--- src/rtl/adder_share_ctrl.sv ---
// adder_share_ctrl: round-robin sharing of one ripple-carry adder among N_REQ requesters.
// Latency: accept edge + ADD_CYCLES edges to rsp_valid; one op per ADD_CYCLES+2 cycles at best.
// Backpressure: rsp_* held while rsp_ready=0; no grants until the response is taken.
// Optional: define ADDER_SHARE_OVF_EN to add the rsp_ovf signed-overflow output.
module adder_share_ctrl #(
  parameter int N_REQ      = 4,
  parameter int WIDTH      = 64,
  parameter int ADD_CYCLES = 2,
  localparam int IDW       = $clog2(N_REQ)
) (
  input  logic                   clk,
  input  logic                   rst_n,
  input  logic [N_REQ-1:0]       req_valid,
  output logic [N_REQ-1:0]       req_ready,
  input  logic [N_REQ-1:0]       req_sub,
  input  logic [N_REQ*WIDTH-1:0] req_a,
  input  logic [N_REQ*WIDTH-1:0] req_b,
  output logic                   rsp_valid,
  input  logic                   rsp_ready,
  output logic [IDW-1:0]         rsp_id,
  output logic [WIDTH-1:0]       rsp_sum,
  output logic                   rsp_cout
`ifdef ADDER_SHARE_OVF_EN
  ,
  output logic                   rsp_ovf
`endif
);

  localparam int CW = (ADD_CYCLES > 1) ? $clog2(ADD_CYCLES) : 1;

  typedef enum logic [1:0] {IDLE, COMPUTE, RESP} state_t;

  state_t           state, state_nxt;
  logic [IDW-1:0]   rr_ptr, win, id_q;
  logic             found;
  logic [N_REQ-1:0] upper, masked, pick_vec, grant;
  logic [CW-1:0]    cnt;
  logic [WIDTH-1:0] op_a, op_b;
  logic             op_cin;
  logic [WIDTH-1:0] add_sum;
  logic             add_cout;
`ifdef ADDER_SHARE_OVF_EN
  logic             c_msb;
`endif

  // Rotating priority: prefer the lowest valid lane at or above rr_ptr, else wrap to the lowest valid lane.
  always_comb begin
    upper    = '0;
    for (int i = 0; i < N_REQ; i++) begin
      upper[i] = (i >= int'(rr_ptr));
    end
    masked   = req_valid & upper;
    pick_vec = (masked != '0) ? masked : req_valid;
    found    = (req_valid != '0);
    win      = '0;
    for (int i = N_REQ - 1; i >= 0; i--) begin
      if (pick_vec[i]) win = IDW'(i);
    end
    grant    = found ? (N_REQ'(1) << win) : '0;
  end

  // Ripple-carry adder fed only by the held operand registers (multicycle path).
  always_comb begin
    logic c;
    c       = op_cin;
    add_sum = '0;
`ifdef ADDER_SHARE_OVF_EN
    c_msb   = 1'b0;
`endif
    for (int i = 0; i < WIDTH; i++) begin
`ifdef ADDER_SHARE_OVF_EN
      if (i == WIDTH - 1) c_msb = c;
`endif
      add_sum[i] = op_a[i] ^ op_b[i] ^ c;
      c          = (op_a[i] & op_b[i]) | (c & (op_a[i] ^ op_b[i]));
    end
    add_cout = c;
  end

  // State register.
  always_ff @(posedge clk or negedge rst_n) begin
    if (!rst_n) state <= IDLE;
    else        state <= state_nxt;
  end

  // Next-state logic.
  always_comb begin
    state_nxt = state;
    unique case (state)
      IDLE:    if (found)          state_nxt = COMPUTE;
      COMPUTE: if (cnt == '0)      state_nxt = RESP;
      RESP:    if (rsp_ready)      state_nxt = IDLE;
      default:                     state_nxt = IDLE;
    endcase
  end

  // Grant output: only in IDLE, one-hot by construction of grant.
  always_comb begin
    req_ready = (state == IDLE) ? grant : '0;
  end

  // Operand capture, wait counter, pointer rotation and response registers.
  always_ff @(posedge clk or negedge rst_n) begin
    if (!rst_n) begin
      rr_ptr    <= '0;
      cnt       <= '0;
      op_a      <= '0;
      op_b      <= '0;
      op_cin    <= 1'b0;
      id_q      <= '0;
      rsp_valid <= 1'b0;
      rsp_id    <= '0;
      rsp_sum   <= '0;
      rsp_cout  <= 1'b0;
`ifdef ADDER_SHARE_OVF_EN
      rsp_ovf   <= 1'b0;
`endif
    end else begin
      unique case (state)
        IDLE: begin
          if (found) begin
            op_a   <= req_a[win*WIDTH +: WIDTH];
            op_b   <= req_sub[win] ? ~req_b[win*WIDTH +: WIDTH] : req_b[win*WIDTH +: WIDTH];
            op_cin <= req_sub[win];
            id_q   <= win;
            rr_ptr <= (win == IDW'(N_REQ - 1)) ? '0 : win + 1'b1;
            cnt    <= CW'(ADD_CYCLES - 1);
          end
        end
        COMPUTE: begin
          if (cnt != '0) begin
            cnt <= cnt - 1'b1;
          end else begin
            rsp_sum   <= add_sum;
            rsp_cout  <= add_cout;
            rsp_id    <= id_q;
            rsp_valid <= 1'b1;
`ifdef ADDER_SHARE_OVF_EN
            rsp_ovf   <= c_msb ^ add_cout;
`endif
          end
        end
        RESP: begin
          if (rsp_ready) rsp_valid <= 1'b0;
        end
        default: ;
      endcase
    end
  end

endmodule

--- config.mk ---
export PLATFORM = sky130hd
export DESIGN_NAME = adder_share_ctrl
export DESIGN_NICKNAME = d
export VERILOG_FILES = /design/src/rtl/adder_share_ctrl.sv
export SDC_FILE = /design/constraint.sdc
export NUM_CORES = 1
export LEC_CHECK = 0
export CORE_AREA = 8 8 225 227
export DETAILED_ROUTE_END_ITERATION = 7
export DIE_AREA = 0 0 233 235
export GPL_ROUTABILITY_DRIVEN = 1
export PLACE_DENSITY_LB_ADDON = 0.15
export SLEW_MARGIN = 15
export SYNTH_ARGS = -nofsm -noshare
export SYNTH_HDL_FRONTEND = slang
export SYNTH_SLANG_ARGS = --single-unit
--- constraint.sdc ---
create_clock -name clk -period 33.4 [get_ports clk]
set_clock_uncertainty 0.15 [all_clocks]
set_input_delay 5.01 -clock clk [delete_from_list [all_inputs] [get_ports clk]]
set_output_delay 5.01 -clock clk [all_outputs]
set_load 0.1 [all_outputs]
==> flow_results.org, run 1 <==
** Status
- The run finished with clean final reports.

** Global route
- The first global-routing pass estimated around 95000 um of wire.
- Antenna violations before repair :: 2
- Overall track demand over capacity in global routing :: ~22%
- The number of global-route vias before repair came to 15700.
- Summed over all layers, the global routing overflow is 0.
- Largest net degree at the start of global routing :: about 80

** Synthesis
- Basic-gate share of the synthesized area counting and, or, nand and nor cells :: around 18%
- In this run the mean area of a mapped cell was 8.56 um2.
- Synth Area in XOR/XNOR :: ~3.8%
- Cell area after synthesis :: 14600 um2
- The synthesized netlist devotes 19.7% of its cell area to compound gates.
- Synthesis produced a netlist whose cell count is between 1500 and 2000.
- Count of warnings emitted by yosys :: 0
- Among all flip-flop cells after synthesis, the most frequent one is sky130_fd_sc_hd__dfrtp_1.
- Synthesis inferred between 200 and 250 register bits.
- Number of distinct standard cells referenced by the synthesized netlist :: 38
- By area, the combinational part of the netlist is dominated by compound AO/OA/AOI/OAI gates.
- Sequential share of the synthesized area :: about a third
- Post-synth EDFFs :: 0
- Net count after synthesis :: 2297
- Measured against the total synthesized area, the mux share comes to around 8.9%.
- Of all flip-flops after synthesis, the portion carrying an async set or reset was 100%.
- Adder-Cell Fraction of Synth Area :: under 10%

** Clock tree
- Number of H-tree branching levels :: 1
- The clock drives 204 sinks.
- Buffers added to address setup during post-CTS repair amount to 0.
- Gates resized during post-CTS repair numbered 0.
- The root buffer cell chosen for the clock tree is sky130_fd_sc_hd__clkbuf_16.
- Total CTS buffers :: 25
- In this run the deepest clock path goes through 3 buffers.
- Buffers inserted to repair hold after CTS numbered 0.
- The later pin in the worst-skew pair is clocked with a latency of roughly 520 ps.
- Clock transition at the registers of the reported paths :: roughly 60 ps
- CTS tree :: built

** Floorplanning
- From bottom edge to top edge, the die measures around 240 um.
- The floorplan has 80 rows.
- Ports :: 595
- The die is roughly 230 um wide.
- The initial utilization of the core area, before any placement, comes to between 30% and 40%.
- Floorplan Core Area :: 47100 um2
- The floorplan step defined a die boundary enclosing around 55000 um2.

** Placement
- Post-place instance area :: ~21000 um2
- In this run the tool buffered the top-level ports with approximately 590 buffer cells.
- The congestion estimate from routability-driven global placement came to ~0.85.
- Once detailed placement completed, the half-perimeter wirelength came to roughly 46000 um.
- Placed insts :: between 2000 and 3000

** STA
- Final setup violation count :: 0
- After layout, the worst path uses between 70 and 80% of the clock period.
- For this run, the top clock speed supported by timing is about 38 MHz.
- In this run the tightest slew margin relative to its limit is between 20 and 30%.
- Transition time at the pin with the least slew margin :: roughly 1100 ps
- Final max-slew violation count :: 0
- The smallest clock period supported by the final layout is computed as 26370 ps.
- Total count of hold-check failures in the final report :: 0
- RSZ-0062 raised after global routing :: false
- Setup TNS Final :: 0 ps

** Drt
- Once detail routing completed, the nets flagged for antenna violations numbered 0.
- In this run, the number of DRC markers left after iteration 0 of detailed routing was 770.
- The first TritonRoute pass finished after 5 iterations.
- Routed WL :: 63000 um
- Vias per std cell :: ~5.2
- The routed layout has around 15000 vias.
- Final routed wire length divided by cell count :: ~22 um
- Drt drc :: 0

** Worst setup path
- The worst setup path is launched from a flip-flop.
- Data arrives at the worst endpoint at between 20000 and 30000 ps.
- The most numerous cell type found on the critical path is sky130_fd_sc_hd__fa_1.
- Largest stage delay on the critical path :: around 440 ps
- Start of the worst register-to-register path :: op_a[0]
- The worst setup path is captured at a flip-flop.
- The setup path with the least slack is of type reg2reg.
- Data required time at the worst endpoint :: ~34000 ps
- Along the worst path, the maximum fanout reaches 2.
- In this run the worst setup path begins at op_a[0].
- For this design, the slowest cell found on the critical path is sky130_fd_sc_hd__fa_1.

** Final layout
- In the final layout, the share of cells above drive strength 1 is 3.70%.
- The finished cells cover 21800 um2.
- Leaving out filler cells and counting taps, the final layout contains approximately 2800.
- Net total in the final layout :: around 2800
- Filler cell count :: around 4600
- Area growth from synthesis to layout :: 49.1%

** Min path
- Hold Crit Start :: id_q[1]
- The tightest min-delay check is of the reg2reg type.

** Power and ir drop
- Summing internal, switching and leakage power gives roughly 0.0021 W.
- Pleak :: between 9 and 10 nW
- Pwr/cell area :: approximately 95 nW/um2
- VDD sags by at most 0.0504 mV.

** Job
- Max capacitance violation total :: 0
[layer usage]
layer	part of all wire (%)	wire (um)	up-vias	global-route usage, %
met3	6.2	3930	82	4.43
li1	-	-	6932	-
met1	41	25800	7152	26.6
met5	0	0	-	0
met4	2.5	1570	0	6.35
met2	50	31700	443	39.2
[cells by family after synthesis]
logic type,after synthesis
compound gates,406
mux,129
simple gates,668
buf+inv,167
flops,204
fa+ha+maj,68
xor+xnor,64
[area by class of cell]
cell class / count / area, um2 / area share [%]
multi-input cells: 1335 / 8840 / 40.6
repair buffers: 617 / 6130 / 28.2
flip-flops and latches: 204 / 5100 / 23.4
well taps: 615 / 769 / 3.53
clock buffers: 31 / 688 / 3.16
clock inverters: 14 / 175 / 0.804
inverters: 14 / 57.6 / 0.264
diodes: 2 / 5.00 / 0.0230
[worst max-delay path: cells and delay by family (launching register included)]
| kind | cells | cell delay, ps |
|---|---|---|
| flops | 1 | 400 |
| compound gates | 1 | 180 |
| fa+ha+maj | 64 | 25300 |
| buf+inv | 3 | 230 |
[placed cells by master (no fill, tap or decap), types with 4 or more instances in the layout]
cell type	Yosys	final
sky130_fd_sc_hd__a211oi_1	131	131
sky130_fd_sc_hd__a21o_1	62	62
sky130_fd_sc_hd__a21oi_1	67	67
sky130_fd_sc_hd__a311oi_1	62	62
sky130_fd_sc_hd__and2_1	4	4
sky130_fd_sc_hd__and3_1	65	65
sky130_fd_sc_hd__buf_4	3	22
sky130_fd_sc_hd__bufinv_16	0	4
sky130_fd_sc_hd__clkbuf_16	0	25
sky130_fd_sc_hd__clkbuf_8	0	4
sky130_fd_sc_hd__clkdlybuf4s50_1	0	591
sky130_fd_sc_hd__clkinv_2	0	8
sky130_fd_sc_hd__dfrtp_1	204	204
sky130_fd_sc_hd__fa_1	64	64
sky130_fd_sc_hd__ha_1	4	4
sky130_fd_sc_hd__inv_1	13	13
sky130_fd_sc_hd__mux2i_1	128	127
sky130_fd_sc_hd__nand2_1	461	458
sky130_fd_sc_hd__nor2_1	131	130
sky130_fd_sc_hd__o21ai_0	11	11
sky130_fd_sc_hd__o22ai_1	64	64
sky130_fd_sc_hd__xnor2_1	64	64
[cells in the mapped netlist, types with 2 or more instances]
master                     instances  share of area (%)
sky130_fd_sc_hd__a211oi_1        131                6.7
sky130_fd_sc_hd__a21o_1           62                3.2
sky130_fd_sc_hd__a21oi_1          67                2.3
sky130_fd_sc_hd__a311o_1           2               0.14
sky130_fd_sc_hd__a311oi_1         62                3.7
sky130_fd_sc_hd__and2_1            4               0.17
sky130_fd_sc_hd__and3_1           65                2.8
sky130_fd_sc_hd__buf_1            11               0.28
sky130_fd_sc_hd__buf_2            28               0.96
sky130_fd_sc_hd__buf_4             3               0.15
sky130_fd_sc_hd__buf_8             5               0.51
sky130_fd_sc_hd__clkbuf_1        105                2.7
sky130_fd_sc_hd__dfrtp_1         204                 35
sky130_fd_sc_hd__fa_1             64                8.8
sky130_fd_sc_hd__ha_1              4               0.34
sky130_fd_sc_hd__inv_1            13               0.33
sky130_fd_sc_hd__mux2i_1         128                8.8
sky130_fd_sc_hd__nand2_1         461                 12
sky130_fd_sc_hd__nor2_1          131                3.4
sky130_fd_sc_hd__nor3_1            2              0.069
sky130_fd_sc_hd__o21ai_0          11               0.38
sky130_fd_sc_hd__o22ai_1          64                2.7
sky130_fd_sc_hd__xnor2_1          64                3.8
[registers in the layout (all words and copies together) (netlist names)]
register,flops
id_q,2
rsp_cout,1
op_b,64
op_cin,1
rsp_valid,1
cnt,1
rr_ptr,2
op_a,64
rsp_sum,64
rsp_id,2
state,2
[final timing paths]
| check | to | slack [ps] | cells after the start |
|---|---|---|---|
| hold reg to reg | rsp_id[1] | 320 | 2 |
| setup reg to reg | rsp_sum[63] | 7030 | 68 |
| min in group asynchronous | op_b[63] | 4280 | 1 |
| setup / recovery | rsp_sum[63] | 7030 | 68 |
| hold / removal | rsp_id[1] | 320 | 2 |
| max in group asynchronous | op_a[60] | 27460 | 2 |
[where the power goes]
part           total [W]  internal [W]  switching [W]  leakage [nW]
registers       0.000473      0.000376      0.0000973          2.41
logic            0.00132      0.000453       0.000865          6.61
clock network   0.000286      0.000176       0.000109         0.427
[stage by stage]
stage	hold WS [ps]	util (%)	worst slack (ps)
2_1_floorplan	289	-	8410
3_3_place_gp	298	44.3	7290
3_5_place_dp	311	44.3	7080
4_1_cts	326	46.2	6980
5_1_grt	331	46.2	6210
6_report	321	46.2	7030
(Power assumes the default switching activity.)
==> inputs of run 2 (changes only) <==
clock period = 25.9 ns   (was 33.4 ns; I/O delays follow)
==> run 2 against run 1 <==
Cell area hardly changed. Via count is 0.42% higher. Cell count hardly changed. Global-route usage is 0.22 points lower. Die area stayed put. Flip-flop and latch count stayed put. Critical endpoint unchanged. Clock power is 24% higher. Routed wire length is 0.47% lower. First-iteration DRC count is 1.0% lower. Setup slack worse by 6200 ps. Critical path type unchanged. Sequential power is 29% higher. Sequential share of layout area hardly changed.
==> flow_results.org, run 2 (synthesized netlist as in run 1, its figures left out) <==
** Status
- The run finished with clean final reports.

** Global route
- The number of antenna violations at the first check in global routing is 6 (+4).
- Remaining global-route overflow :: 0 (unchanged)
- Largest net degree at the start of global routing :: 119 (+51%)
- The combined global-route utilization of all metal layers was 21.9% (-0.22 points).
- Number of global-route vias before repair :: 15500 (-1.2%)
- The global-route wire length before repair came to 94500 um (-1.0%).

** Clock tree
- The H-tree level count came to 1 (unchanged).
- CTS tree :: built
- The clock latency on the worst-skew pair is 520 ps (about the same).
- Buffer depth of the longest clock path :: 3 (unchanged)
- Clock transition at the registers of the reported paths :: 50 ps (about the same)
- Clock root cell :: sky130_fd_sc_hd__clkbuf_16
- The count of clock tree sinks is 204 (unchanged).
- Total CTS buffers :: 25 (unchanged)

** STA
- The final critical-path setup slack came to 839 ps (-6190 ps).
- The number of setup violations in the final report is 0 (unchanged).
- The final period demand of the worst path was 25060 ps (-1310 ps).
- The setup total negative slack is 0 ps (unchanged).
- Worst Hold Slack :: 316 ps (-4.97 ps)
- The total count of max-transition violations in the final report came to 0 (unchanged).
- Total count of hold-check failures in the final report :: 0 (unchanged)
- The achievable clock frequency came to 39.9 MHz (+5.2%).
- Transition time at the pin with the least slew margin :: 1130 ps (+7.17 ps)
- Setup repair after global routing left no endpoint under its margin.
- The max-slew headroom at the worst pin was 24.6% (-0.48 points).
- Portion of the clock cycle consumed by the worst path in the final layout :: 96.8% (+18 points)

** Drt
- The overall via count from detail_route was 14700 (+0.42%).
- Final routed wire length divided by cell count :: 22.1 um (-0.50%)
- The number of iterations in the first detailed-routing pass is 5 (unchanged).
- Vias per std cell :: 5.18 (+0.38%)
- Number of DRC violations after detailed-routing iteration 0 :: 762 (-1.0%)
- Drt drc :: 0 (unchanged)
- Routed WL :: 62700 um (-0.47%)
- The residual antenna-violating net count after detailed routing is 0 (unchanged).

** Placement
- The final weighted congestion in routability-driven placement is 0.854 (+0.47%).
- The port buffer count is 594 (unchanged).
- The pre-CTS setup slack was -365 ps (-7450 ps).
- Total half-perimeter wirelength after legalization and detailed placement :: 45400 um (-0.24%)

** Final layout
- Fraction of layout cells with a size suffix above 1 :: 4.52% (+0.82 points)
- Most frequent cells in the layout :: 591 x sky130_fd_sc_hd__clkdlybuf4s50_1, 458 x sky130_fd_sc_hd__nand2_1, 204 x sky130_fd_sc_hd__dfrtp_1
- The largest registers in the layout are op_a x64, op_b x64, rsp_sum x64.
- The number of nets in the final layout was 2786 (-0.072%).
- Leading cell type in the layout, fill and taps excluded :: sky130_fd_sc_hd__clkdlybuf4s50_1
- Area growth from synthesis to layout :: 49.2% (about the same)
- The share of the core filled with cells in the final layout came to 46.2% (about the same).

** Worst setup path
- Setup crit end kind :: flip-flop
- Largest stage delay on the critical path :: 410 ps (-30 ps)
- The setup slack on the worst flop-to-flop path was 840 ps (-6190 ps).
- Critical Path Start Type :: flip-flop
- The biggest fanout along the worst timing path was 2 (unchanged).
- The largest individual stage delay along the critical path comes from the cell sky130_fd_sc_hd__dfrtp_1.
- The critical path is of the reg2reg type.
- Data required time at the worst endpoint :: 26170 ps (-7490 ps)
- The data arrival at the endpoint of the critical path came to 25330 ps (-1300 ps).
- Cell repeated most along the worst path :: sky130_fd_sc_hd__fa_1

** Floorplanning
- Vertical die dimension :: 235 um (unchanged)
- The I/O pin count was 595 (unchanged).
- Starting density of the core :: 31.0% (unchanged)
- Row count :: 80 (unchanged)
- Floorplan Core Area :: 47100 um2 (unchanged)
- The area of the die was 54800 um2 (unchanged).
- The x dimension of the die is 233 um (unchanged).

** Min path
- The min-delay analysis places its worst path in the category reg2reg.

** Job
- Max capacitance violation total :: 0 (unchanged)

** Power and ir drop
- The sum of internal, switching and leakage power was 0.00267 W (+29%).
- The total power density per cell area came to 123 nW/um2 (+29%).
- The peak supply drop is 0.0678 mV (+35%).
- The standby leakage power is 9.39 nW (-0.56%).
## run 2: changes by cell type in the layout (fill, tap and decap cells not counted), moves of 2 or more
cell and delta:
sky130_fd_sc_hd__clkbuf_1 +4, sky130_fd_sc_hd__clkinv_2 -3, sky130_fd_sc_hd__clkinvlp_4 -2, sky130_fd_sc_hd__diode_2 +4, sky130_fd_sc_hd__fa_1 -25, sky130_fd_sc_hd__fa_2 +25
## run 2: worst max-delay path: cells and delay by family (launching register included)
family	cells	cell delay, ps
compound gates	1	130
fa+ha+maj	64	24060
buf+inv	3	220
flops	1	410
## run 2: path summary, 6_finish.rpt
path,end,cells past startpoint,start
max,rsp_sum[63],68,op_a[0]
min,rsp_id[1],2,id_q[1]
max reg2reg,rsp_sum[63],68,op_a[0]
min reg2reg,rsp_id[1],2,id_q[1]
max in group asynchronous,rsp_sum[15],2,rst_n
min in group asynchronous,op_b[61],1,rst_n
## run 2: power by group
group | internal [W] | switching [W]
Sequential | 0.000485 | 0.000128
Clock | 0.000218 | 0.000135
Combinational | 0.000591 | 0.00111
Total | 0.00129 | 0.00138
## run 2: stage by stage
stage	cell area (um2)	cells
final	21800	2833
after floorplan	14600	1706
after global placement	20900	2783
after CTS	21700	2827
after detailed placement	20900	2783
after global routing	21800	2833
## run 2: layer usage
metal | up-vias | global-route usage (%) | part of all wire (%) | routed length (um)
met4 | 0 | 7.24 | 3.4 | 2100
met3 | 83 | 4.64 | 6.4 | 4020
met5 | - | 0 | 0 | 0
met1 | 7173 | 26.0 | 40 | 25300
met2 | 476 | 38.6 | 50 | 31300
li1 | 6938 | - | - | -
## run 2: repair_timing
action                     in CTS  in global routing
setup buffers                   0                  0
gates resized for setup        10                 16
hold buffers                    0                  0
setup endpoints to repair       3                  3
## run 2: layout make-up
type | instances | area [um2]
diodes | 6 | 15.0
clock buffers | 35 | 703
clock inverters | 9 | 124
fillers | 4562 | 25400
inverters | 14 | 57.6
multi-input cells | 1335 | 8900
flip-flops and latches | 204 | 5100
well taps | 615 | 769
repair buffers | 615 | 6100
